[config.mk]
export PLATFORM = sky130hd
export DESIGN_NAME = logic_seq_detect
export DESIGN_NICKNAME = d
export VERILOG_FILES = /design/src/rtl/logic_seq_detect.sv
export SDC_FILE = /design/constraint.sdc
export NUM_CORES = 1
export LEC_CHECK = 0
export BUFFER_PORTS_ARGS = -buffer_cell sky130_fd_sc_hd__clkbuf_2
export CORE_MARGIN = 2
export CORE_UTILIZATION = 28
export CTS_CLUSTER_SIZE = 24
export DETAILED_ROUTE_END_ITERATION = 8
export GPL_TIMING_DRIVEN = 0
export SYNTH_ARGS = -nofsm -noshare
export SYNTH_HDL_FRONTEND = slang
export SYNTH_SLANG_ARGS = --single-unit
export TNS_END_PERCENT = 10
[constraint.sdc]
create_clock -name iCLK -period 4.2 [get_ports iCLK]
set_input_delay 0.84 -clock iCLK [delete_from_list [all_inputs] [get_ports iCLK]]
set_output_delay 0.84 -clock iCLK [all_outputs]
set_load 0.05 [all_outputs]
[src/rtl/logic_seq_detect.sv]
// logic_seq_detect
//   Serial bit-pattern detector. Accepted bits (iEN=1) shift into a
//   PATTERN_W-bit history register. A fill counter tracks how many bits
//   have been accepted since reset or since the last restart. A match
//   fires when the would-be next history equals PATTERN and the fill count
//   reaches PATTERN_W.
//   The match is reported as a registered one-cycle strobe. A saturating
//   match counter and a sticky overflow flag travel with it.
//
// Parameters
//   PATTERN_W  pattern length in bits (legal range 2..16)
//   PATTERN    pattern value, MSB is the first bit received
//   OVERLAP    1: keep history after a match; 0: restart fill after a match
//   CNT_W      width of the match counter
//
// Ports
//   iCLK    in   system clock, rising edge
//   iRST    in   asynchronous active-low reset
//   iEN     in   bit-valid qualifier, iIN is sampled only when high
//   iIN     in   serial data bit
//   iCLR    in   synchronous clear of oCOUNT and oOVF
//   oMATCH  out  one-cycle strobe, the cycle after the final pattern bit
//   oCOUNT  out  saturating match count since reset or clear
//   oOVF    out  sticky: a match arrived while oCOUNT was saturated
module logic_seq_detect #(
   parameter int                   PATTERN_W = 3,
   parameter logic [PATTERN_W-1:0] PATTERN   = 3'b101,
   parameter bit                   OVERLAP   = 1'b1,
   parameter int                   CNT_W     = 8
) (
   input  logic             iCLK,
   input  logic             iRST,
   input  logic             iEN,
   input  logic             iIN,
   input  logic             iCLR,
   output logic             oMATCH,
   output logic [CNT_W-1:0] oCOUNT,
   output logic             oOVF
);

   // The fill counter must be able to hold the value PATTERN_W itself.
   localparam int                 FILL_W    = $clog2(PATTERN_W + 1);
   localparam logic [FILL_W-1:0]  FILL_FULL = FILL_W'(PATTERN_W);
   localparam logic [CNT_W-1:0]   CNT_MAX   = '1;

   logic [PATTERN_W-1:0] hist_q,  hist_d;
   logic [FILL_W-1:0]    fill_q,  fill_d;
   logic                 match_q, match_d;
   logic [CNT_W-1:0]     count_q, count_d;
   logic                 ovf_q,   ovf_d;

   // Would-be next history and fill if the current bit is accepted.
   logic [PATTERN_W-1:0] hist_shift;
   logic [FILL_W-1:0]    fill_inc;

   always_comb begin
      hist_shift = {hist_q[PATTERN_W-2:0], iIN};
      fill_inc   = (fill_q == FILL_FULL) ? fill_q : fill_q + FILL_W'(1);

      hist_d  = hist_q;
      fill_d  = fill_q;
      match_d = 1'b0;
      count_d = count_q;
      ovf_d   = ovf_q;

      if (iEN) begin
         hist_d  = hist_shift;
         fill_d  = fill_inc;
         // The fill gate stops a partial history (for example an all-zero
         // pattern straight out of reset) from matching.
         match_d = (fill_inc == FILL_FULL) && (hist_shift == PATTERN);
      end

      // Non-overlapping mode needs PATTERN_W fresh bits after every match.
      // The stale history is harmless because the fill gate masks it.
      if (match_d && !OVERLAP) begin
         fill_d = '0;
      end

      // Clear takes priority over a coincident match. The strobe still fires.
      if (iCLR) begin
         count_d = '0;
         ovf_d   = 1'b0;
      end else if (match_d) begin
         if (count_q == CNT_MAX) begin
            ovf_d = 1'b1;
         end else begin
            count_d = count_q + CNT_W'(1);
         end
      end
   end

   always_ff @(posedge iCLK or negedge iRST) begin
      if (!iRST) begin
         hist_q  <= '0;
         fill_q  <= '0;
         match_q <= 1'b0;
         count_q <= '0;
         ovf_q   <= 1'b0;
      end else begin
         hist_q  <= hist_d;
         fill_q  <= fill_d;
         match_q <= match_d;
         count_q <= count_d;
         ovf_q   <= ovf_d;
      end
   end

   assign oMATCH = match_q;
   assign oCOUNT = count_q;
   assign oOVF   = ovf_q;

endmodule

* Word-level counts from Yosys, hierarchy flattened
Index checks and enable logic that the tools add are counted.
** Operators by class
- $add $sub $neg :: 2
- Equality and inequality tests :: 5
- Multiplexer cells :: 8
- Reduce and logical (&&, ||, !) cells :: 5
** Operator list (count)
- $mux 8 :: 3
- $add 8x1->8 const B :: 1
- $eq 8x8->1 const B :: 1
- $eq 2x2->1 const B :: 2
- $mux 1 :: 4
- $reduce_and 2->1 :: 2
- $reduce_bool 2->1 :: 2
- $eq 3x3->1 const B :: 1
- $add 2x1->2 const B :: 1
- $mux 2 :: 1
- $ne 2x2->1 const B :: 1
- $logic_and 1x1->1 :: 1
** Storage, ports and cells
- Bits in registers :: 14
- Input bits :: 5
- Output and inout port bits :: 10
- Logic and storage cells :: 25

* Logic depth before layout (Yosys ltp)
Gate-level depths: netlist of the first run.
- Word-level depth :: 7
- Gate-level depth with buffers :: 5
- Depth with buffers taken out :: 5

* Least setup slack after synthesis of the first run
OpenSTA, ideal clock, no wires.
- Path type :: flip-flop to flip-flop
- From :: reg count_q[0] (netlist: oCOUNT[0])
- To :: reg count_q[5] (netlist: oCOUNT[5])
- Setup time :: 0.130 ns
- Arrival time :: 1.673 ns
- Data required time :: 4.070 ns
- Slack :: 2.396 ns
- Cell stages (with the launch flop) :: 6
- Buffers on the path :: 0
- Period minus slack after synthesis :: 1.804 ns
- Cells stage by stage :: dfrtp_1 -> ha_1 -> and3_1 -> a2111oi_2 -> xnor2_1 -> nor2_1
** Between the ends
- Word-level cells in the longest chain between the ends :: 4
- Elaborated cells on any way between the ends :: 7
- Classes of those cells :: add/sub (1); eq/ne (2); mux (3); reduce/logical (1)
** RTL lines
- from (decl) :: RTL line 49 : logic [CNT_W-1:0] count_q, count_d;
- from (signal assigned) :: RTL line 104 : count_q <= count_d;
- $add 8x1->8 :: RTL line 88 : count_d = count_q + CNT_W'(1);
- $mux 8 :: RTL line 85 : if (count_q == CNT_MAX) begin
- $mux 8 :: RTL line 84 : end else if (match_d) begin
- $mux 8 :: RTL line 81 : if (iCLR) begin
Parallel ways exist; a longest one is shown, timed or not. The select of a mux whose other input is x is not followed.
A chain may end at the register's enable or synchronous reset.

* Worst setup path in the final report of the first run
- From :: reg count_q[3] (netlist: oCOUNT[3])
- To :: out oCOUNT[3]
** RTL lines
- to (decl) :: RTL line 37 : output logic [CNT_W-1:0] oCOUNT,
No word-level cell between the ends.

==> results.md, run 1 <==
- DR DRC count: 0
- Pint: around 0.18 mW
- Post-synth EDFFs: 0
- CTS resizes: 0
- Mapped Nets: between 60 and 70
- DRT iter0 DRCs: 10
- Mean post-synth cell area: around 11 sq um
- Total Wirelength: about 1.3 mm
- CP max-delay cell: dfrtp_1
- Antenna diodes: 0
- Cts hold-fix bufs: 0
- Clock Root Buffer: clkbuf_4
- Core ar.: between 2000 and 2500 sq um
- Overall Power: roughly 0.23 mW
- Layout cells sized above 1: between 20% and 30%
- Worst R2R End: oCOUNT[5]$_DFFE_PN0P_
- CTS Buf Count: 3
- CTS tree: yes
- Initial antenna violation count: 0
- CTS H-Tree Depth: 1
- Yosys top cell area share: ~52%
- P_sw: around 0.055 mW
- Grt total ovfl: 0
- Routed Antenna Nets: 0
- Vias/cell: 5.09
- Critical path class: flip-flop to output port
- Initial Utilization: between 20 and 30%
- FMAX: around 530 MHz
- Longest Clk Path Bufs: 2
- Worst reg2reg setup slack: between 2 and 3 ns
- Layout Skew: ~0.0033 ns
- CP max stage delay: between 0.4 and 0.5 ns
- Mapped Cells: 63
- Maximum vdd drop: 107 uV
- Gpl congestion: 0.780
- Switch share: between 20% and 30%
- Cell taking the most area after synthesis: dfrtp_1
- Cell Pwr Density: ~290 nW/um^2
- Slew Viols, Final: 0
- Worst r2r src: oCOUNT[0]$_DFFE_PN0P_
- Sequential Power Share: roughly three fifths
- Top-count cell post-synth: dfrtp_1
- Die height: about 53 um
- Fin. Hold Viols: 0
- Commonest cells in the netlist: dfrtp_1, nor2_1, nand4_1, xnor2_1
- Uppermost layer routed: met4
- Main area contributors after synthesis: dfrtp_1, nor2_1, xnor2_1
- Clock Pin Slew Worst Setup and Hold Paths: ~0.080 ns
- CP delay by family, top: flip-flops
- IO Port Bufs: 13
- CP required: ~3.4 ns
- Vias in the first global route: 526
- Pre-CTS setup slack: around 2.2 ns
- Async set-reset flop share out of synthesis: 100%
- RSZ-0062 raised after global routing: false
- CP Cell Sequence: clkbuf_2
- Worst setup SP type: flip-flop
- Slew HR: 73.3%
- Area after DPL: about 780 sq um
- Leakage power: 0.355 nW
- Clock share of power: roughly a third
- Routed wl met3: roughly 61 um
- DRT met1 WL: slightly below 600 um
- DR WL met2: 654 um
- First-pass GRT wire length: about 2.3 mm
- TritonRoute pass-1 iters: 4
- Final setup margin: ~2.3 ns
- Setup violators final: 0
- Post-Syn Area: about 680 sq um
- Synthesis-to-finish area growth: 18.1%
- Max-Cap Viols: 0
- Synth Flop Type: dfrtp_1
- Yosys cell types: 26
- Buf/Inv on CP: 1
- Vias: 545
- Comb pwr share: 7.8%
- WL/cell: between 10 and 15 um
- Chip width: 53.1 um
- Outcome: complete, no violations
- Die Footprint: ~2800 sq um
- IO Pins: 15
- Nets@finish: 87
- Worst r2r path cells: 5
- Clock Sinks: 14
- Largest net degree at the start of global routing: 15
- Final hold slack: approximately 0.45 ns
- Setup Fix Bufs, Post-CTS: 0
- Slew @ Worst Pin: 0.400 ns
- Sequential fraction of the synthesis area: a little over 50%
- Post-synthesis sequential element count: 14
- Crit Path Max Fanout: 7
- FILL cells: ~250
- Tcrit/Tclk final: between 40% and 50%
- Clk_lat worst skew: between 0.2 and 0.3 ns
- Total GRT Usage: a little under an eighth
- Tmin final: ~1.9 ns
- Worst hold path class: input port to asynchronous set/reset pin
- Rows: 17
- Worst path arrival time: roughly 1.1 ns
- Synth warn: 0
- Final instance area: 798 sq um
- CP endpoint kind: output port
- Hpwl dp: approximately 1.0 mm
- Setup TNS: 0 ns
-- layer usage --
layer  GRT usage [%]  vias to the layer above
li1                -                      265
met1            13.8                      264
met2            19.4                       12
met3            1.69                        4
met4            6.41                        0
met5               0                        -
-- worst max path at each step --
stage / from / end / depth (start not counted)
global placement: iEN / oCOUNT[2]$_DFFE_PN0P_ / 5
finish: oCOUNT[3]$_DFFE_PN0P_ / oCOUNT[3] / 1
detailed placement: iEN / oCOUNT[2]$_DFFE_PN0P_ / 5
CTS: oCOUNT[3]$_DFFE_PN0P_ / oCOUNT[3] / 1
global route: oCOUNT[3]$_DFFE_PN0P_ / oCOUNT[3] / 1
floorplan: oCOUNT[0]$_DFFE_PN0P_ / oCOUNT[5]$_DFFE_PN0P_ / 5
-- registers in the layout, summed over array words and instances, names as in the netlist --
register  flops
fill_q        2
hist_q        2
oCOUNT        8
oMATCH        1
oOVF          1
-- per-stage QoR --
stage,util (%),cells
final,35.4,107
after global routing,35.4,107
after CTS,35.4,107
after detailed placement,34.4,104
after global placement,34.4,104
after floorplan,-,63
-- cells in the final DEF, fill, tap and decap left out, types with 2 or more instances in the layout --
| cell type | netlist | final |
|---|---|---|
| a21oi_1 | 2 | 2 |
| nand3_1 | 2 | 2 |
| nor2_1 | 11 | 11 |
| mux2_2 | 2 | 2 |
| mux2i_1 | 2 | 2 |
| clkbuf_2 | 0 | 13 |
| inv_1 | 2 | 2 |
| a211oi_1 | 2 | 2 |
| and3_1 | 2 | 2 |
| nand2b_1 | 2 | 2 |
| xnor2_1 | 3 | 3 |
| dfrtp_1 | 14 | 14 |
| nand4_1 | 3 | 3 |
| nand2_1 | 2 | 2 |
| clkbuf_4 | 0 | 3 |
| and4_1 | 2 | 2 |
-- power groups by stage --
stage                     logic, mW  registers, mW  clock network (mW)
after floorplan             0.00763          0.146                   0
after global routing         0.0203          0.141              0.0806
after global placement       0.0182          0.143                   0
after detailed placement     0.0186          0.144                   0
after CTS                    0.0186          0.141              0.0751
final                        0.0181          0.141              0.0737
-- logic make-up (layout without fill, tap and decap cells) --
group | Yosys count | after routing | share of synthesized area [%]
compound gates | 7 | 7 | 8.52
xor+xnor | 4 | 4 | 5.19
fa+ha+maj | 1 | 1 | 1.85
buf+inv | 3 | 19 | 1.67
flops | 14 | 14 | 51.9
mux | 4 | 4 | 6.30
simple gates | 30 | 30 | 24.6
-- layout make-up --
type                       instances  area (sq um)  area share [%]
tap                               28          35.0            4.39
buffer                             1          3.75           0.470
inverter                           2          7.51           0.940
multi-input combinational         46           314            39.3
timing repair buffer              13          65.1            8.15
sequential                        14           350            43.9
clock buffer                       3          22.5            2.82
Note: power is estimated with default switching activity, not from simulation.
==> inputs of run 2 (changes only) <==
==> constraint.sdc (replaced) <==
create_clock -name iCLK -period 1.8 [get_ports iCLK]
set_input_delay 0.36 -clock iCLK [delete_from_list [all_inputs] [get_ports iCLK]]
set_output_delay 0.36 -clock iCLK [all_outputs]
set_load 0.05 [all_outputs]
==> run 2 against run 1 <==
Register-to-register slack lost 2.4 ns. Hold slack got worse by 0.094 ns. Core utilization is 0.67 points higher. Worst setup slack got worse by 2.2 ns. Sequential share of layout area shrank 0.66 points. Die area stayed put. Non-clock buffer count up 1. Total power grew 140%. Combinational power increased by 140%. Critical endpoint is now oCOUNT[5]$_DFFE_PN0P_. Largest cell class unchanged.
==> results.md, run 2 (same netlist as run 1, synthesis figures left out) <==
- Largest net degree at the start of global routing: 15 (unchanged)
- DR DRC count: 0 (unchanged)
- Initial Utilization: 30.0% (unchanged)
- Worst reg2reg setup slack: 0.14 ns (was 2.58 ns)
- RSZ-0062 raised after global routing: false (unchanged)
- Worst setup SP type: flip-flop (unchanged)
- Clock Root Buffer: clkbuf_4 (unchanged)
- Crit Path Max Fanout: 5 (was 7)
- Rows: 17 (unchanged)
- DRT iter0 DRCs: 4 (was 10)
- Pre-CTS setup slack: 0.157 ns (was 2.24 ns)
- Vias/cell: 4.86 (was 5.09)
- Worst r2r src: oCOUNT[0]$_DFFE_PN0P_ (unchanged)
- Tmin final: between 1.5 and 2 ns
- Chip width: 53.1 um (unchanged)
- Slew @ Worst Pin: 0.380 ns (was 0.400 ns)
- Worst hold path class: input port to flip-flop (was input port to asynchronous set/reset pin)
- Critical Path Source: oCOUNT[0]$_DFFE_PN0P_ (was oCOUNT[3]$_DFFE_PN0P_)
- Setup violators final: 0 (unchanged)
- Area used by multi-input combinational logic: 314 sq um (unchanged)
- CP endpoint kind: flip-flop (was output port)
- CP delay by family, top: flip-flops (unchanged)
- Nets@finish: 88 (was 87)
- Tcrit/Tclk final: approximately 90%
- FILL cells: 260 (was 252)
- Total GRT Usage: 11.3% (was 11.5%)
- Clock Pin Slew Worst Setup and Hold Paths: 0.09 ns (was 0.08 ns)
- Register area: 352 sq um (was 350 sq um)
- Clock Sinks: 14 (unchanged)
- CP max stage delay: 0.44 ns (was 0.45 ns)
- Setup crit end: oCOUNT[5]$_DFFE_PN0P_ (was oCOUNT[3])
- CP Depth: 5 (was 1)
- Initial antenna violation count: 0 (unchanged)
- Flip-flop count of the largest register after layout: 8 (unchanged)
- Slew HR: 74.7% (was 73.3%)
- Cell Pwr Density: 684 nW/um^2 (was 291 nW/um^2)
- Longest Clk Path Bufs: 2 (unchanged)
- Buf/Inv on CP: 0 (was 1)
- FMAX: 601 MHz
- Antenna diodes: 0 (unchanged)
- Final instance area: 813 sq um (was 798 sq um)
- Setup TNS: 0 ns (unchanged)
- Vias: 530 (was 545)
- Worst r2r path cells: 5 (unchanged)
- First-pass GRT wire length: 2.26 mm (was 2.29 mm)
- Grt total ovfl: 0 (unchanged)
- CTS H-Tree Depth: 1 (unchanged)
- Leakage power: 0.358 nW (was 0.355 nW)
- Final setup margin: 0.137 ns (was 2.31 ns)
- Slew Viols, Final: 0 (unchanged)
- Core Util, Final: 36.1% (was 35.4%)
- Core ar.: 2250 sq um (unchanged)
- Area after DPL: 777 sq um (was 776 sq um)
- CTS resizes: 0 (unchanged)
- WL/cell: 12.1 um (was 12.4 um)
- Hpwl dp: 1.02 mm (was 1.05 mm)
- Worst path arrival time: 1.81 ns (was 1.05 ns)
- IO Pins: 15 (unchanged)
- Layout cells sized above 1: 27.2% (was 26.6%)
- CTS Buf Count: 3 (unchanged)
- Die Footprint: 2820 sq um (unchanged)
- TritonRoute pass-1 iters: 3 (was 4)
- Worst R2R End: oCOUNT[5]$_DFFE_PN0P_ (unchanged)
- CP max-delay cell: dfrtp_2 (was dfrtp_1)
- Most frequent cells in the layout: dfrtp_1, clkbuf_2, nor2_1 (unchanged)
- CTS tree: yes (unchanged)
- Layout Skew: 0.00790 ns (was 0.00326 ns)
- Routed Antenna Nets: 0 (unchanged)
- Max-Cap Viols: 0 (unchanged)
- IO Port Bufs: 13 (unchanged)
- Die height: 53.1 um (unchanged)
- Gpl congestion: 0.734 (was 0.780)
- Outcome: complete, no violations (unchanged)
- Clk_lat worst skew: 0.28 ns (about the same)
- Fin. Hold Viols: 0 (unchanged)
- Maximum vdd drop: 227 uV (was 107 uV)
- CP required: 1.95 ns (was 3.36 ns)
- Overall Power: 0.556 mW (was 0.232 mW)
- Vias in the first global route: 513 (was 526)
- Synthesis-to-finish area growth: 20.4% (was 18.1%)
- CP Cell Sequence: ha_1, and3_1, a2111oi_2, xnor2_1, nor2_1 (was clkbuf_2)
- Total Wirelength: 1.32 mm (was 1.33 mm)
- Critical path class: flip-flop to flip-flop (was flip-flop to output port)
==> run 2: changes by cell type in the layout (fill, tap and decap cells not counted), sizes merged <==
cell / previous run / this run
clkbuf: 16 / 17
dlygate4sd3: 0 / 1
==> run 2: what timing repair did <==
action / in CTS / in global routing
hold buffers: 1 / 0
buffers inserted: 0 / 0
setup endpoints to repair: 0 / 0
hold endpoints to repair: 14 / 0
==> run 2: metrics by stage <==
step           instances  hold WS (ns)
2_1_floorplan         63        0.0644
3_3_place_gp         104         0.280
3_5_place_dp         104         0.288
4_1_cts              109         0.358
5_1_grt              109         0.365
6_report             109         0.359
==> run 2: layer usage <==
metal  up-vias  global-route usage, %  part of all wire (%)
li1        264                      -                     -
met1       249                   13.2                    47
met2        13                   18.1                    46
met3         4                   3.39                   5.0
met4         0                   6.41                   2.2
met5         -                      0                     0
==> run 2: worst min-delay path by stage <==
stage,startpoint,to,cells after the start
after detailed placement,iRST,oMATCH$_DFF_PN0_,1
final,iIN,hist_q[0]$_DFFE_PN0P_,2
after CTS,iIN,hist_q[0]$_DFFE_PN0P_,2
after floorplan,iRST,fill_q[0]$_DFFE_PN0P_,0
after global placement,iRST,oCOUNT[4]$_DFFE_PN0P_,1
after global routing,iIN,hist_q[0]$_DFFE_PN0P_,2
==> run 2: worst register-to-register path, delay by kind of cell, from the launching register on <==
| family | cells | cell delay, ns |
|---|---|---|
| flip-flops | 1 | 0.44 |
| AO/OA/AOI/OAI | 1 | 0.42 |
| AND/OR/NAND/NOR | 2 | 0.27 |
| adder cells (fa/ha/maj) | 1 | 0.25 |
| XOR/XNOR | 1 | 0.16 |
==> run 2: cell type report <==
| type | instances | area share, % |
|---|---|---|
| Timing Repair Buffer | 14 | 9.23 |
| Multi-Input combinational cell | 46 | 38.6 |
| Buffer | 1 | 0.462 |
| Tap cell | 28 | 4.31 |
| Clock buffer | 4 | 3.23 |
| Sequential cell | 14 | 43.2 |
| Inverter | 2 | 0.923 |
==> run 2: power breakdown <==
group	leakage [nW]	internal, mW	switching [mW]
Clock	0.0150	0.0859	0.0980
Combinational	0.165	0.0166	0.0276
Sequential	0.179	0.322	0.00589
Total	0.358	0.425	0.132
==> inputs of run 3 (changes only) <==
==> constraint.sdc (replaced) <==
create_clock -name iCLK -period 1.45 [get_ports iCLK]
set_input_delay 0.29 -clock iCLK [delete_from_list [all_inputs] [get_ports iCLK]]
set_output_delay 0.29 -clock iCLK [all_outputs]
set_load 0.05 [all_outputs]
==> run 3 against run 2 <==
Combinational power grew 37%. Cell count grew 2.8%. Clock power grew 51%. Sequential power grew 24%. Sequential cell count is the same. Critical path type unchanged. Largest cell class unchanged. Critical endpoint is now oCOUNT[2]$_DFFE_PN0P_. Register-to-register slack lost 0.13 ns. Largest power group unchanged. Fmax grew 16%. Highest routed layer unchanged. Clock skew shrank 0.0073 ns.
==> results.md, run 3 (same netlist as run 1, synthesis figures left out) <==
- CTS Buf Count: 3 (unchanged)
- Crit Path Max Fanout: 5 (unchanged)
- Fin cells: 112 (was 109)
- Most frequent cells in the layout: clkbuf_2, nor2_1, dfrtp_1, dfrtp_2 (was dfrtp_1, clkbuf_2, nor2_1)
- Grt total ovfl: 0 (unchanged)
- Tmin final: 1.44 ns (was 1.66 ns)
- CP delay by family, top: simple AND/OR/NAND/NOR gates (was flip-flops)
- Cell Pwr Density: 832 nW/um^2 (was 684 nW/um^2)
- Largest net degree at the start of global routing: 15 (unchanged)
- DRT iter0 DRCs: 19 (was 4)
- Maximum vdd drop: 325 uV (was 227 uV)
- Pint: 0.577 mW (was 0.425 mW)
- Clock Root Buffer: clkbuf_4 (unchanged)
- Vias: 542 (was 530)
- Clock Sinks: 14 (unchanged)
- Core ar.: 2250 sq um (unchanged)
- IO Port Bufs: 13 (unchanged)
- DR DRC count: 0 (unchanged)
- Fin. Hold Viols: 0 (unchanged)
- CTS H-Tree Depth: 1 (unchanged)
- Worst hold path class: input port to flip-flop (unchanged)
- CP endpoint kind: flip-flop (unchanged)
- Worst path arrival time: 1.64 ns (was 1.81 ns)
- Vias in the first global route: 497 (was 513)
- Gpl congestion: 0.763 (was 0.734)
- Total Wirelength: 1.37 mm (was 1.32 mm)
- Comb pwr share: 8.1% (was 7.9%)
- TritonRoute pass-1 iters: 5 (was 3)
- Antenna diodes: 0 (unchanged)
- Outcome: complete, no violations (unchanged)
- CP Cell Sequence: ha_4, nand3_1, o211ai_4, or3_1, a21oi_1 (was ha_1, and3_1, a2111oi_2, xnor2_1, nor2_1)
- Worst setup SP type: flip-flop (unchanged)
- Max-Cap Viols: 0 (unchanged)
- Rows: 17 (unchanged)
- Slew Viols, Final: 0 (unchanged)
- First-pass GRT wire length: 2.29 mm (was 2.26 mm)
- Chip width: 53.1 um (unchanged)
- Leading cell type in the layout, fill and taps excluded: clkbuf_2
- CP max-delay cell: dfrtp_2 (unchanged)
- Switch share: 22.8% (was 23.6%)
- FMAX: 695 MHz (was 601 MHz)
- Nets@finish: 91 (was 88)
- Critical path class: flip-flop to flip-flop (unchanged)
- Clock Pin Slew Worst Setup and Hold Paths: 0.08 ns (was 0.09 ns)
- IO Pins: 15 (unchanged)
- Synthesis-to-finish area growth: 33.0% (was 20.4%)
- Longest Clk Path Bufs: 2 (unchanged)
- Die height: 53.1 um (unchanged)
- Clock share of power: 37.3% (was 33.1%)
- WL/cell: 12.3 um (was 12.1 um)
- Sequential Power Share: 54.6% (was 59.0%)
- Clk_lat worst skew: 0.27 ns (was 0.28 ns)
- Slew HR: 71.0% (was 74.7%)
- Routed Antenna Nets: 0 (unchanged)
- P_sw: 0.170 mW (was 0.132 mW)
- Flip-flop count of the largest register after layout: 8 (unchanged)
- Final setup margin: 0.0106 ns (was 0.137 ns)
- Initial antenna violation count: 0 (unchanged)
- Buf/Inv on CP: 0 (unchanged)
- RSZ-0062 raised after global routing: true (was false)
- Setup violators final: 0 (unchanged)
- DRT met1 WL: 671 um (was 613 um)
- Layout cells sized above 1: 41.7% (was 27.2%)
- DR WL met2: 624 um (was 607 um)
- Hpwl dp: 1.01 mm (was 1.02 mm)
- Layout Skew: 0.000617 ns (was 0.00790 ns)
- Initial Utilization: 30.0% (unchanged)
- CP max stage delay: 0.44 ns (about the same)
- Vias/cell: 4.84 (was 4.86)
- Uppermost layer routed: met4 (unchanged)
- Leakage power: 0.366 nW (was 0.358 nW)
- Pre-CTS setup slack: 0.0135 ns (was 0.157 ns)
- Tcrit/Tclk final: 99.3% (was 92.4%)
- Placed Cells: 104 (unchanged)
- Routed wl met3: 64 um (was 66 um)
- CTS tree: yes (unchanged)
- CP required: 1.65 ns (was 1.95 ns)
- Die Footprint: 2820 sq um (unchanged)
- Total GRT Usage: 11.8% (was 11.3%)
- Slew @ Worst Pin: 0.435 ns (was 0.380 ns)
[run 3: final cells by class]
class / instances / area, sq um
sequential: 14 / 359
buffer: 1 / 3.75
inverter: 2 / 7.51
timing repair buffer: 17 / 97.6
tap: 28 / 35.0
clock buffer: 4 / 36.3
multi-input combinational: 46 / 359
fill: 243 / 1360
[run 3: layer usage]
layer | up-vias | global-route usage [%]
met2 | 16 | 17.9
met4 | 0 | 6.41
li1 | 270 | -
met1 | 254 | 14.9
met5 | - | 0
met3 | 2 | 3.39
[run 3: worst paths after layout]
check	endpoint	startpoint	cells past startpoint	slack, ns
min	hist_q[0]$_DFFE_PN0P_	iIN	2	0.29
max	oCOUNT[2]$_DFFE_PN0P_	oCOUNT[1]$_DFFE_PN0P_	5	0.01
min reg2reg	oOVF$_DFFE_PN0P_	oOVF$_DFFE_PN0P_	2	0.50
min in group asynchronous	oMATCH$_DFF_PN0_	iRST	2	0.44
max reg2reg	oCOUNT[2]$_DFFE_PN0P_	oCOUNT[1]$_DFFE_PN0P_	5	0.01
max in group asynchronous	oCOUNT[2]$_DFFE_PN0P_	iRST	2	0.73
[run 3: through the flow]
stage	cell area [sq um]	setup TNS (ns)	hold slack, ns	power (mW)	utilization [%]
3_5_place_dp	821	0	0.212	0.471	36.4
5_1_grt	898	-0.235	0.278	0.792	39.8
2_1_floorplan	721	-0.175	-0.00559	0.448	-
4_1_cts	891	0	0.278	0.756	39.5
6_report	898	0	0.287	0.747	39.8
3_3_place_gp	821	0	0.213	0.470	36.4
[run 3: worst register-to-register path, delay by kind of cell, from the launching register on]
kind,cells,cell delay (ns)
adder cells (fa/ha/maj),1,0.18
AO/OA/AOI/OAI,2,0.26
flip-flops,1,0.44
AND/OR/NAND/NOR,2,0.48
[run 3: timing repair]
item                                    CTS  global route
endpoints found under the hold margin    14             0
gates resized for setup                   1             0
buffers inserted                          2             1
endpoints found under the setup margin    1             6
hold buffers                              1             0
pin swaps                                 0             3
[run 3: power by group through the flow]
stage / Sequential (mW) / Clock [mW] / Combinational (mW)
2_1_floorplan: 0.425 / 0 / 0.0225
3_3_place_gp: 0.416 / 0 / 0.0539
3_5_place_dp: 0.417 / 0 / 0.0545
4_1_cts: 0.408 / 0.286 / 0.0612
5_1_grt: 0.410 / 0.315 / 0.0671
6_report: 0.408 / 0.278 / 0.0606
